$ cat config.mk
export PLATFORM = sky130hd
export DESIGN_NAME = bk_wide_add_seq
export DESIGN_NICKNAME = d
export VERILOG_FILES = /design/src/rtl/bk_pkg.sv /design/src/rtl/bk_adder_32b.sv /design/src/rtl/bk_wide_add_seq.sv
export SDC_FILE = /design/constraint.sdc
export NUM_CORES = 1
export LEC_CHECK = 0
export CAP_MARGIN = 20
export CELL_PAD_IN_SITES_DETAIL_PLACEMENT = 1
export CELL_PAD_IN_SITES_GLOBAL_PLACEMENT = 1
export CORE_MARGIN = 2
export CORE_UTILIZATION = 40
export CTS_CLUSTER_DIAMETER = 80
export CTS_CLUSTER_SIZE = 12
export DETAILED_ROUTE_END_ITERATION = 12
export PLACE_DENSITY_LB_ADDON = 0.15
export SYNTH_ARGS = -nofsm -noshare
export SYNTH_HDL_FRONTEND = slang
export SYNTH_SLANG_ARGS = --single-unit
$ cat constraint.sdc
create_clock -name clk -period 11.3 [get_ports clk]
set_clock_uncertainty 0.05 [all_clocks]
set_input_delay 2.26 -clock clk [delete_from_list [all_inputs] [get_ports clk]]
set_output_delay 2.26 -clock clk [all_outputs]
set_load 0.05 [all_outputs]
$ cat src/rtl/bk_pkg.sv
// -----------------------------------------------------------------------------
// bk_pkg
// Shared definitions for the sequential wide adder (bk_wide_add_seq) and its
// 32-bit adder slice (bk_adder_32b).
//   WORD_W      : width of one operand word and of the shared adder.
//   bk_state_e  : encoding of the controller states IDLE / RUN / DONE.
// No ports (package).
// -----------------------------------------------------------------------------
package bk_pkg;

  localparam int WORD_W = 32;

  typedef enum logic [1:0] {
    ST_IDLE = 2'd0,
    ST_RUN  = 2'd1,
    ST_DONE = 2'd2
  } bk_state_e;

endpackage : bk_pkg

$ cat src/rtl/bk_adder_32b.sv
// -----------------------------------------------------------------------------
// bk_adder_32b
// One 32-bit adder slice with carry-in and carry-out. The wide adder reuses a
// single instance of this slice once per operand word.
// Ports:
//   a    in  [WORD_W-1:0]  addend word
//   b    in  [WORD_W-1:0]  addend word
//   cin  in  1             carry into bit 0
//   sum  out [WORD_W:0]    {carry_out, sum word}
// -----------------------------------------------------------------------------
module bk_adder_32b
  import bk_pkg::*;
(
  input  logic [WORD_W-1:0] a,
  input  logic [WORD_W-1:0] b,
  input  logic              cin,
  output logic [WORD_W:0]   sum
);

  // Zero-extend both words so the carry out lands in the top bit.
  assign sum = {1'b0, a} + {1'b0, b} + {{WORD_W{1'b0}}, cin};

endmodule : bk_adder_32b

$ cat src/rtl/bk_wide_add_seq.sv
// -----------------------------------------------------------------------------
// bk_wide_add_seq
// Sequential wide adder: adds two NWORDS x 32-bit operands using one shared
// 32-bit adder, one word per clock, least significant word first.
//
// Handshake (both interfaces): a transfer happens on a rising clk edge where
// valid and ready are both 1. valid never depends on ready; once out_valid
// is raised, it and out_sum are held until the transfer completes.
//
// Ports:
//   clk        in   1              clock, rising edge
//   rst        in   1              synchronous, active-high reset
//   in_valid   in   1              operand request valid
//   in_ready   out  1              block idle, can accept a request
//   in_a       in   32*NWORDS      operand A, word 0 in [31:0]
//   in_b       in   32*NWORDS      operand B, same layout
//   in_cin     in   1              carry into word 0
//   in_sub     in   1              (BK_SEQ_SUB_EN only) 1: compute A - B
//   out_valid  out  1              result valid
//   out_ready  in   1              consumer accepts the result
//   out_sum    out  32*NWORDS+1    result, MSB = final carry-out
//   dbg_state  out  2              current controller state (bk_state_e code)
//
// Build option: define BK_SEQ_SUB_EN to add the in_sub port. With in_sub=1
// the block computes A + ~B + 1 (in_cin ignored) and the MSB of out_sum is
// the no-borrow flag. Without the macro the block only adds.
// -----------------------------------------------------------------------------
module bk_wide_add_seq
  import bk_pkg::*;
#(
  parameter int NWORDS = 4
) (
  input  logic                       clk,
  input  logic                       rst,
  input  logic                       in_valid,
  output logic                       in_ready,
  input  logic [WORD_W*NWORDS-1:0]   in_a,
  input  logic [WORD_W*NWORDS-1:0]   in_b,
  input  logic                       in_cin,
`ifdef BK_SEQ_SUB_EN
  input  logic                       in_sub,
`endif
  output logic                       out_valid,
  input  logic                       out_ready,
  output logic [WORD_W*NWORDS:0]     out_sum,
  output logic [1:0]                 dbg_state
);

  localparam int OP_W  = WORD_W * NWORDS;
  localparam int SUM_W = OP_W + 1;
  localparam int CNT_W = $clog2(NWORDS);

  localparam logic [CNT_W-1:0] LAST_WORD = CNT_W'(NWORDS - 1);

  localparam logic [1:0] IDLE = 2'(ST_IDLE);
  localparam logic [1:0] RUN  = 2'(ST_RUN);
  localparam logic [1:0] DONE = 2'(ST_DONE);

  // ---------------------------------------------------------------------------
  // State
  // ---------------------------------------------------------------------------
  logic [1:0]        state_q;
  logic [OP_W-1:0]   a_q;
  logic [OP_W-1:0]   b_q;
  logic              carry_q;
  logic [CNT_W-1:0]  cnt_q;
  logic [SUM_W-1:0]  sum_q;
`ifdef BK_SEQ_SUB_EN
  logic              sub_q;
`endif

  // ---------------------------------------------------------------------------
  // Word datapath through the single shared adder
  // ---------------------------------------------------------------------------
  logic [WORD_W-1:0] a_word;
  logic [WORD_W-1:0] b_raw;
  logic [WORD_W-1:0] b_word;
  logic [WORD_W:0]   add_sum;
  logic              last_word;
  logic              accept;

  assign a_word = a_q[int'(cnt_q)*WORD_W +: WORD_W];
  assign b_raw  = b_q[int'(cnt_q)*WORD_W +: WORD_W];

`ifdef BK_SEQ_SUB_EN
  // Subtraction is A + ~B + 1: invert B word-by-word, and the +1 comes from
  // the carry register being preset to 1 at acceptance.
  assign b_word = sub_q ? ~b_raw : b_raw;
`else
  assign b_word = b_raw;
`endif

  bk_adder_32b u_adder (
    .a   (a_word),
    .b   (b_word),
    .cin (carry_q),
    .sum (add_sum)
  );

  assign last_word = (cnt_q == LAST_WORD);
  assign accept    = (state_q == IDLE) && in_valid;

  // ---------------------------------------------------------------------------
  // Controller and result register
  // ---------------------------------------------------------------------------
  always_ff @(posedge clk) begin
    if (rst) begin
      state_q <= IDLE;
      a_q     <= '0;
      b_q     <= '0;
      carry_q <= 1'b0;
      cnt_q   <= '0;
      sum_q   <= '0;
`ifdef BK_SEQ_SUB_EN
      sub_q   <= 1'b0;
`endif
    end else begin
      case (state_q)
        IDLE: begin
          if (accept) begin
            // Operands are snapshotted here so later input changes cannot
            // leak into the running computation.
            a_q     <= in_a;
            b_q     <= in_b;
            cnt_q   <= '0;
            sum_q   <= '0;
`ifdef BK_SEQ_SUB_EN
            sub_q   <= in_sub;
            carry_q <= in_sub ? 1'b1 : in_cin;
`else
            carry_q <= in_cin;
`endif
            state_q <= RUN;
          end
        end

        RUN: begin
          sum_q[int'(cnt_q)*WORD_W +: WORD_W] <= add_sum[WORD_W-1:0];
          carry_q                             <= add_sum[WORD_W];
          if (last_word) begin
            // Counter parks on the last word instead of wrapping.
            sum_q[SUM_W-1] <= add_sum[WORD_W];
            state_q        <= DONE;
          end else begin
            cnt_q <= cnt_q + 1'b1;
          end
        end

        DONE: begin
          // Result consumed: return to IDLE. in_ready is still 0 in this
          // cycle, so no new request can be taken on the same edge.
          if (out_ready) begin
            state_q <= IDLE;
          end
        end

        default: begin
          state_q <= IDLE;
        end
      endcase
    end
  end

  // ---------------------------------------------------------------------------
  // Outputs
  // ---------------------------------------------------------------------------
  assign in_ready  = (state_q == IDLE);
  assign out_valid = (state_q == DONE);
  assign out_sum   = sum_q;
  assign dbg_state = state_q;

endmodule : bk_wide_add_seq
# After elaboration in Yosys (flattened, before gate mapping)
# Cells that the tools add are included.
# op_classes
mux	13
n_shift	4
n_eq_ne	7
n_addsub	4
n_reduce_logical	7
# op_table
operator	count
one-hot mux 129 bit (2 select lines)	1
indexed part select 128 x 8 -> 32 bit	2
bitwise mux 129 bit	1
2-to-1 mux 129 bit	1
variable shift 32 x 33 -> 129 bit, first input constant	1
indexed part select 32 x 33 -> 129 bit	1
adder 32 x 32 -> 33 bit	1
adder 33 x 1 -> 33 bit	1
negation 7 -> 33 bit	1
2-to-1 mux 2 bit	5
one-hot mux 2 bit (3 select lines)	1
AND reduction 3 bit	2
equality test 2 bit, second input constant	2
!= test 2 x 1 -> 1 bit, second input constant	2
!= test 2 bit, second input constant	2
one-hot mux 2 bit (2 select lines)	1
AND reduction 2 bit	2
adder 2 x 1 -> 2 bit, second input constant	1
equality test 2 x 1 -> 1 bit, second input constant	1
zero test 2 bit	1
2-to-1 mux 1 bit	2
one-hot mux 1 bit (2 select lines)	1
nonzero test 2 bit	1
logical AND 1 bit	1
# totals
regBits	390
word_cells	41

# Depth between registers and ports, before layout
# Gate-level depths: netlist (run 1).
# logic_depth
ltp_word	7
mapped_depth	13
depth_no_buf	10

# Cells and area by module
# Synthesis (run 1) repeated with hierarchy kept, for this count alone.
# hier_totals
hier_cells	2000
area_unflattened_um2	17262.8
# by_module_without_submodules
mod	seq_area_each_um2	instances	area_per_inst_um2	cells_per_inst
bk_wide_add_seq	7807.5	1	15512.4	1756
bk_adder_32b	0.0	1	1750.4	244

# Least setup slack after synthesis (run 1)
# Ideal clock, no wire load.
# synth_path
path_kind	register to output
start	reg state_q[1] (netlist: dbg_state[1])
end	out out_valid
setup_slack_ps	7247
stages_incl_launch_ff	3
path_buffers	1
required_ps	8990
arrival_ps	1743
cell_sequence	dfxtp_1 > clkbuf_1 > nor2b_1
# synth_via
elab_chain_len	1
# synth_lines
item	line	text
start, declared	bk_wide_add_seq.sv:62	logic [1:0] state_q;
start signal, assigned	bk_wide_add_seq.sv:108	state_q <= IDLE;
start signal, assigned	bk_wide_add_seq.sv:133	state_q <= RUN;
start signal, assigned	bk_wide_add_seq.sv:143	state_q <= DONE;
equality test 2 bit	bk_wide_add_seq.sv:168	assign out_valid = (state_q == DONE);
end, declared	bk_wide_add_seq.sv:43	output logic out_valid,
# Every way passes these cells.

# Worst setup path in the final report (run 1)
# layout_path
start	in in_valid
end	reg b_q[123]
# layout_via
elab_chain_len	2
# layout_lines
item	line	text
start, declared	bk_wide_add_seq.sv:35	input logic in_valid,
logical AND 1 bit	bk_wide_add_seq.sv:101	assign accept = (state_q == IDLE) && in_valid;
AND reduction 2 bit (no line)	--	
end signal, assigned	bk_wide_add_seq.sv:124	b_q <= in_b;
end, declared	bk_wide_add_seq.sv:64	logic [OP_W-1:0] b_q;
# Every way passes these cells.
# A chain may end at the register's enable or synchronous reset.

==> results_dict.tcl, run 1 <==
set metrics [dict create \
    status "complete, no violations" \
    netlist_area_um2 16700 \
    cp.required_ns 11.72 \
    synthTopCellsByArea "dfxtp_1 47%, nand2_1 12%, a21oi_1 8.7%" \
    first_iter_violations 859 \
    drv_cap 0 \
    final_hold_viol_count 0 \
    yosys.area.top_type_share 0.467 \
    drt-met1-wl_um 25900 \
    clock_power_share 0.372 \
    clockBufferDepth 3 \
    start_util 0.408 \
    top_layer "met5" \
    cts_root_buf "clkbuf_16" \
    die_area_um2 43500 \
    hold_path.class "reg -> reg" \
    ctsHoldBuffers 0 \
    synthArstFlopShare 0 \
    num_rows 74 \
    cp-start-kind "input pin" \
    ant_nets 0 \
    yosys_register_bits 390 \
    cts_buffers 39 \
    seq_area_frac_synth 0.467 \
    track_usage 0.258 \
    hold_ws_ns 0.401 \
    ctsResizeCount 0 \
    coreArea_um2 41000 \
    gp_congestion 0.859 \
    finalNetCount 2509 \
    clk-insertion-delay-late_ns 0.55 \
    fmax_mhz 197 \
    p_seq_frac 0.468 \
    pwr_density_cell_nw_per_um2 143 \
    syn_inst 1905 \
    crit_type "in -> reg" \
    combPwrFrac 0.160 \
    total_power_mw 3.15 \
    place_area_um2 20900 \
    wl_met3_um 3000 \
    area_growth_syn_to_layout_pct 31.8 \
    internal_power_mw 2.29 \
    clk_pin_slew_worst_paths_ns 0.06 \
    overflow 0 \
    fillCellCount 4659 \
    grt_pass1_wl_um 88400 \
    peakVddDrop_mv 0.0753 \
    avgViaCountPerCell 5.52 \
    grt_max_degree 257 \
    path_max_fanout 104 \
    min_period_ns 5.08 \
    met2_length_um 27200 \
    routed-via-count 15200 \
    worstMarginPinSlew_ns 1.11 \
    finalCritPeriodShare 0.450 \
    die_h_um 208 \
    synth_edf_count 0 \
    grt_pass1_vias 15600 \
    synth.avg_cell_area_um2 8.78 \
    setup_viol 0 \
    routedWlPerCell_um 20.9 \
    drive_gt1_frac 0.0708 \
    syn_nets 2203 \
    yosysWarnings 0 \
    yosysUniqueCellTypes 67 \
    yosysTopAreaCell "dfxtp_1" \
    die-width_um 208 \
    power_switching_mw 0.861 \
    rsz0062_at_grt "false" \
    post_cts_buffers 0 \
    drv_slew 0 \
    fin_area_um2 22000 \
    cp.arrival_ns 5.50 \
    pin_count 394 \
    max_slew_margin 0.259 \
    numPortBuffers 393 \
    first_pass_iters 5 \
    place_hpwl_um 42000 \
    cellLeakagePower_nw 8.09 \
    p_sw_frac 0.273 \
    antenna_found_initial 17 \
    tns_ns 0 \
    cts_tree "yes" \
    drc 0 \
    cp-end-kind "register" \
    synth_ff_type "dfxtp_1" \
    drt-total-wl_um 57600 \
    htree_levels 2 \
    clock_sinks 390 \
]
-- worst max-delay path, stage by stage --
cell             delay, ns
clkdlybuf4s50_1       0.48
nand2_4               0.68
buf_4                 0.72
buf_4                 0.90
nand2_1               0.15
a21oi_1               0.18
-- flip-flops by register name (all words and copies together) (netlist names) --
signal and count:
a_q 128, carry_q 1, out_sum 129, cnt_q 2
dbg_state 2, b_q 128
-- per-stage QoR --
step / utilization / worst slack [ns] / std cells
2_1_floorplan: - / 7.25 / 1905
3_3_place_gp: 0.509 / 5.77 / 2694
6_report: 0.537 / 6.22 / 2760
5_1_grt: 0.537 / 5.91 / 2757
4_1_cts: 0.536 / 6.23 / 2745
3_5_place_dp: 0.510 / 5.66 / 2699
-- worst paths after layout --
path         startpoint     endpoint  slack [ns]  cells past startpoint
max            in_valid     b_q[123]        6.22                      6
min             a_q[27]      a_q[27]        0.40                      2
max reg2reg    cnt_q[0]  out_sum[61]        6.40                     10
min reg2reg     a_q[27]      a_q[27]        0.40                      2
-- cell usage after synthesis (4+ instances only) --
master	count
o21ai_1	15
dfxtp_1	390
clkbuf_1	120
ha_1	35
nand3_1	13
and3_1	6
or3_1	4
mux4_2	64
a21o_1	14
buf_1	10
a22oi_1	63
o211ai_1	5
nor2b_1	11
nand2_1	553
xnor2_1	13
nor3_1	10
a21oi_1	291
a221o_1	5
xor2_1	10
mux2i_1	4
nand2b_1	8
a211oi_1	5
nand4_1	4
buf_2	12
nor2_1	88
a22o_1	57
inv_1	13
o21ai_2	4
o21ai_0	15
-- routing by layer --
metal  GRT usage  vias to the layer above
met5           0                        -
li1            -                     7215
met1       0.340                     7491
met3      0.0475                       94
met2       0.422                      413
met4      0.0965                       10
-- placed cells by master (no fill, tap or decap), types with 3 or more instances in the layout --
master,instances
xnor2_1,13
a31oi_1,3
nand4_1,4
a21oi_1,291
nor2b_1,11
xor2_1,10
a21oi_2,3
nand3_1,13
a22oi_1,63
a211oi_1,5
and2_1,3
or3_1,4
o21a_1,3
mux4_2,64
dfxtp_1,388
a32o_1,3
o211ai_1,5
nand2_1,552
buf_4,13
o21ai_2,4
clkdlybuf4s50_1,392
inv_1,13
o21ai_1,15
a21o_1,14
ha_1,35
and3_1,6
nor3_1,10
diode_2,12
mux2i_1,4
nor2_1,87
clkbuf_16,41
a221o_1,5
a22o_1,57
o21ai_0,15
nand2b_1,8
-- power by group through the flow --
stage	clock [mW]	combinational, mW	sequential, mW
detailed placement	0	0.500	1.51
global route	1.24	0.545	1.48
global placement	0	0.488	1.50
CTS	1.20	0.503	1.48
finish	1.17	0.504	1.48
floorplan	0	0.281	1.50
-- final cells by class --
| cell class | instances | area (um2) | share of cell area |
|---|---|---|---|
| multi-input combinational | 1357 | 8320 | 0.377 |
| sequential | 390 | 7820 | 0.355 |
| timing repair buffer | 410 | 4110 | 0.186 |
| clock buffer | 43 | 1030 | 0.0469 |
| tap | 532 | 666 | 0.0302 |
| inverter | 13 | 48.8 | 0.00221 |
| antenna | 12 | 30.0 | 0.00136 |
| clock inverter | 3 | 22.5 | 0.00102 |
-- kinds of logic after synthesis --
family / synth area share
fa+ha+maj: 0.0286
buf+inv: 0.0370
xor+xnor: 0.0120
simple gates: 0.171
flops: 0.467
compound gates: 0.196
mux: 0.0892
Power figures use the tool's default switching activity.
==> run 2: changes to the inputs <==
--- a/config.mk
+++ b/config.mk
@@ -9,7 +9,7 @@
 export CELL_PAD_IN_SITES_DETAIL_PLACEMENT = 1
 export CELL_PAD_IN_SITES_GLOBAL_PLACEMENT = 1
 export CORE_MARGIN = 2
-export CORE_UTILIZATION = 40
+export CORE_UTILIZATION = 37
 export CTS_CLUSTER_DIAMETER = 80
 export CTS_CLUSTER_SIZE = 12
 export DETAILED_ROUTE_END_ITERATION = 12
==> constraint.sdc (replaced) <==
create_clock -name clk -period 5.04 [get_ports clk]
set_clock_uncertainty 0.05 [all_clocks]
set_input_delay 1.008 -clock clk [delete_from_list [all_inputs] [get_ports clk]]
set_output_delay 1.008 -clock clk [all_outputs]
set_load 0.05 [all_outputs]
==> run 2 against run 1 <==
Net effect: sequential power grew 120%; global-route usage shrank 0.64 points; via count grew 0.38%; wire length grew 4.7%; combinational power grew 130%; non-clock buffer count grew 5; first-iteration DRC count grew 42%; worst hold slack gained 0.0021 ns; highest routed layer is now met4.
==> results_dict.tcl, run 2 (synthesis results as in run 1) <==
set metrics [dict create \
    place_hpwl_um 44300 \
    fmax_mhz 234 \
    routed-via-count 15300 \
    cpLargestDelayFamily "compound AO/OA/AOI/OAI gates" \
    cts_tree "yes" \
    crit_chain "mux4_2 > fa_1 > fa_1 > a21oi_1 > o21ai_2 > a211oi_2 > o21ai_1 > xnor2_1 > a22oi_1 > nor2_1" \
    cts_buffers 39 \
    clk-insertion-delay-late_ns 0.55 \
    grt_pass1_vias 15600 \
    hold_ws_ns 0.403 \
    clock_sinks 390 \
    cp_common_cell "fa_1" \
    tns_ns 0 \
    finalNetCount 2514 \
    area_growth_syn_to_layout_pct 32.7 \
    drv_cap 0 \
    die-width_um 217 \
    cellLeakagePower_nw 8.14 \
    pwr_density_cell_nw_per_um2 321 \
    reg2reg_slack_ns 0.77 \
    rsz0062_at_grt "false" \
    grt_max_degree 181 \
    numPortBuffers 393 \
    die_h_um 217 \
    drc 0 \
    crit_type "reg -> reg" \
    overflow 0 \
    track_usage 0.252 \
    first_pass_iters 5 \
    drive_gt1_frac 0.0738 \
    htree_levels 2 \
    coreArea_um2 44400 \
    min_period_ns 4.27 \
    start_util 0.377 \
    antenna_found_initial 1 \
    ctsResizeCount 0 \
    gp_congestion 0.849 \
    grt_pass1_wl_um 91900 \
    die_area_um2 46900 \
    clk_pin_slew_worst_paths_ns 0.06 \
    critPathLaunch "cnt_q[0]" \
    fin_ws_ns 0.770 \
    drt-total-wl_um 60400 \
    ctsHoldBuffers 0 \
    cpMaxStageDelayCell "dfxtp_4" \
    whs_endpoint "b_q[100]" \
    worstMarginPinSlew_ns 1.04 \
    numPlacedInstances 2766 \
    rr_worst_depth 10 \
    ant_nets 0 \
    hold_path.class "reg -> reg" \
    timing.rr.end "out_sum[78]" \
    first_iter_violations 1222 \
    peakVddDrop_mv 0.168 \
    fin_cells 2814 \
    dp_slack_ns 0.794 \
    cp.required_ns 5.47 \
    cpPeakStageDelay_ns 0.73 \
    largest_register_ff_count 129 \
    pin_count 394 \
    hold_depth 2 \
    final_common_cell "nand2_1" \
    status "complete, no violations" \
    setup_viol 0 \
    final_hold_viol_count 0 \
    cts_root_buf "clkbuf_16" \
    cp-start-kind "register" \
    routedWlPerCell_um 21.5 \
    max_slew_margin 0.310 \
    post_cts_buffers 0 \
    final_cell_mix "552 x nand2_1, 392 x clkdlybuf4s50_1, 388 x dfxtp_1" \
    cp.arrival_ns 4.70 \
    crit_buf_inv 0 \
    avgViaCountPerCell 5.43 \
    num_rows 77 \
    reg2reg_from "cnt_q[0]" \
    drv_slew 0 \
    cp-end-kind "register" \
    finalCritPeriodShare 0.847 \
    clockBufferDepth 3 \
    path_max_fanout 27 \
    hold_start "b_q[100]" \
]
## run 2: cell type report
type | count | area, um2
diodes | 1 | 2.50
repair buffers | 415 | 4190
clock buffers | 44 | 1060
flip-flops and latches | 390 | 7820
multi-input cells | 1357 | 8320
clock inverters | 2 | 16.3
inverters | 13 | 48.8
well taps | 592 | 741
fillers | 5069 | 22200
## run 2: how the worst max path moves through the flow
stage	to	depth (start not counted)
5_1_grt	out_sum[28]	10
3_3_place_gp	out_sum[54]	10
6_report	out_sum[78]	10
4_1_cts	out_sum[22]	10
2_1_floorplan	out_sum[29]	13
3_5_place_dp	out_sum[22]	10
## run 2: per-layer routing
layer | up-vias | wire length (um) | GRT usage
met5 | - | 0 | 0
met1 | 7568 | 28200 | 0.353
met2 | 399 | 27800 | 0.400
li1 | 7237 | - | -
met4 | 0 | 1290 | 0.0699
met3 | 77 | 3120 | 0.0422
## run 2: through the flow
step	utilization	total power, mW	instance area, um2
floorplan	-	4.00	16700
global placement	0.475	4.50	21100
detailed placement	0.475	4.53	21100
CTS	0.499	7.19	22200
global route	0.500	7.41	22200
finish	0.500	7.12	22200
## run 2: worst reg2reg max path, stage by stage, from the launching register on
cell and delay (ns):
dfxtp_4 0.73, mux4_2 0.67, fa_1 0.45, fa_1 0.44, a21oi_1 0.24, o21ai_2 0.12
a211oi_2 0.41, o21ai_1 0.13, xnor2_1 0.64, a22oi_1 0.20, nor2_1 0.12
## run 2: power breakdown
group | internal [mW] | total [mW] | leakage, nW | switching, mW
logic | 0.480 | 1.15 | 4.43 | 0.674
clock network | 1.47 | 2.65 | 0.525 | 1.18
registers | 3.22 | 3.31 | 3.18 | 0.0894
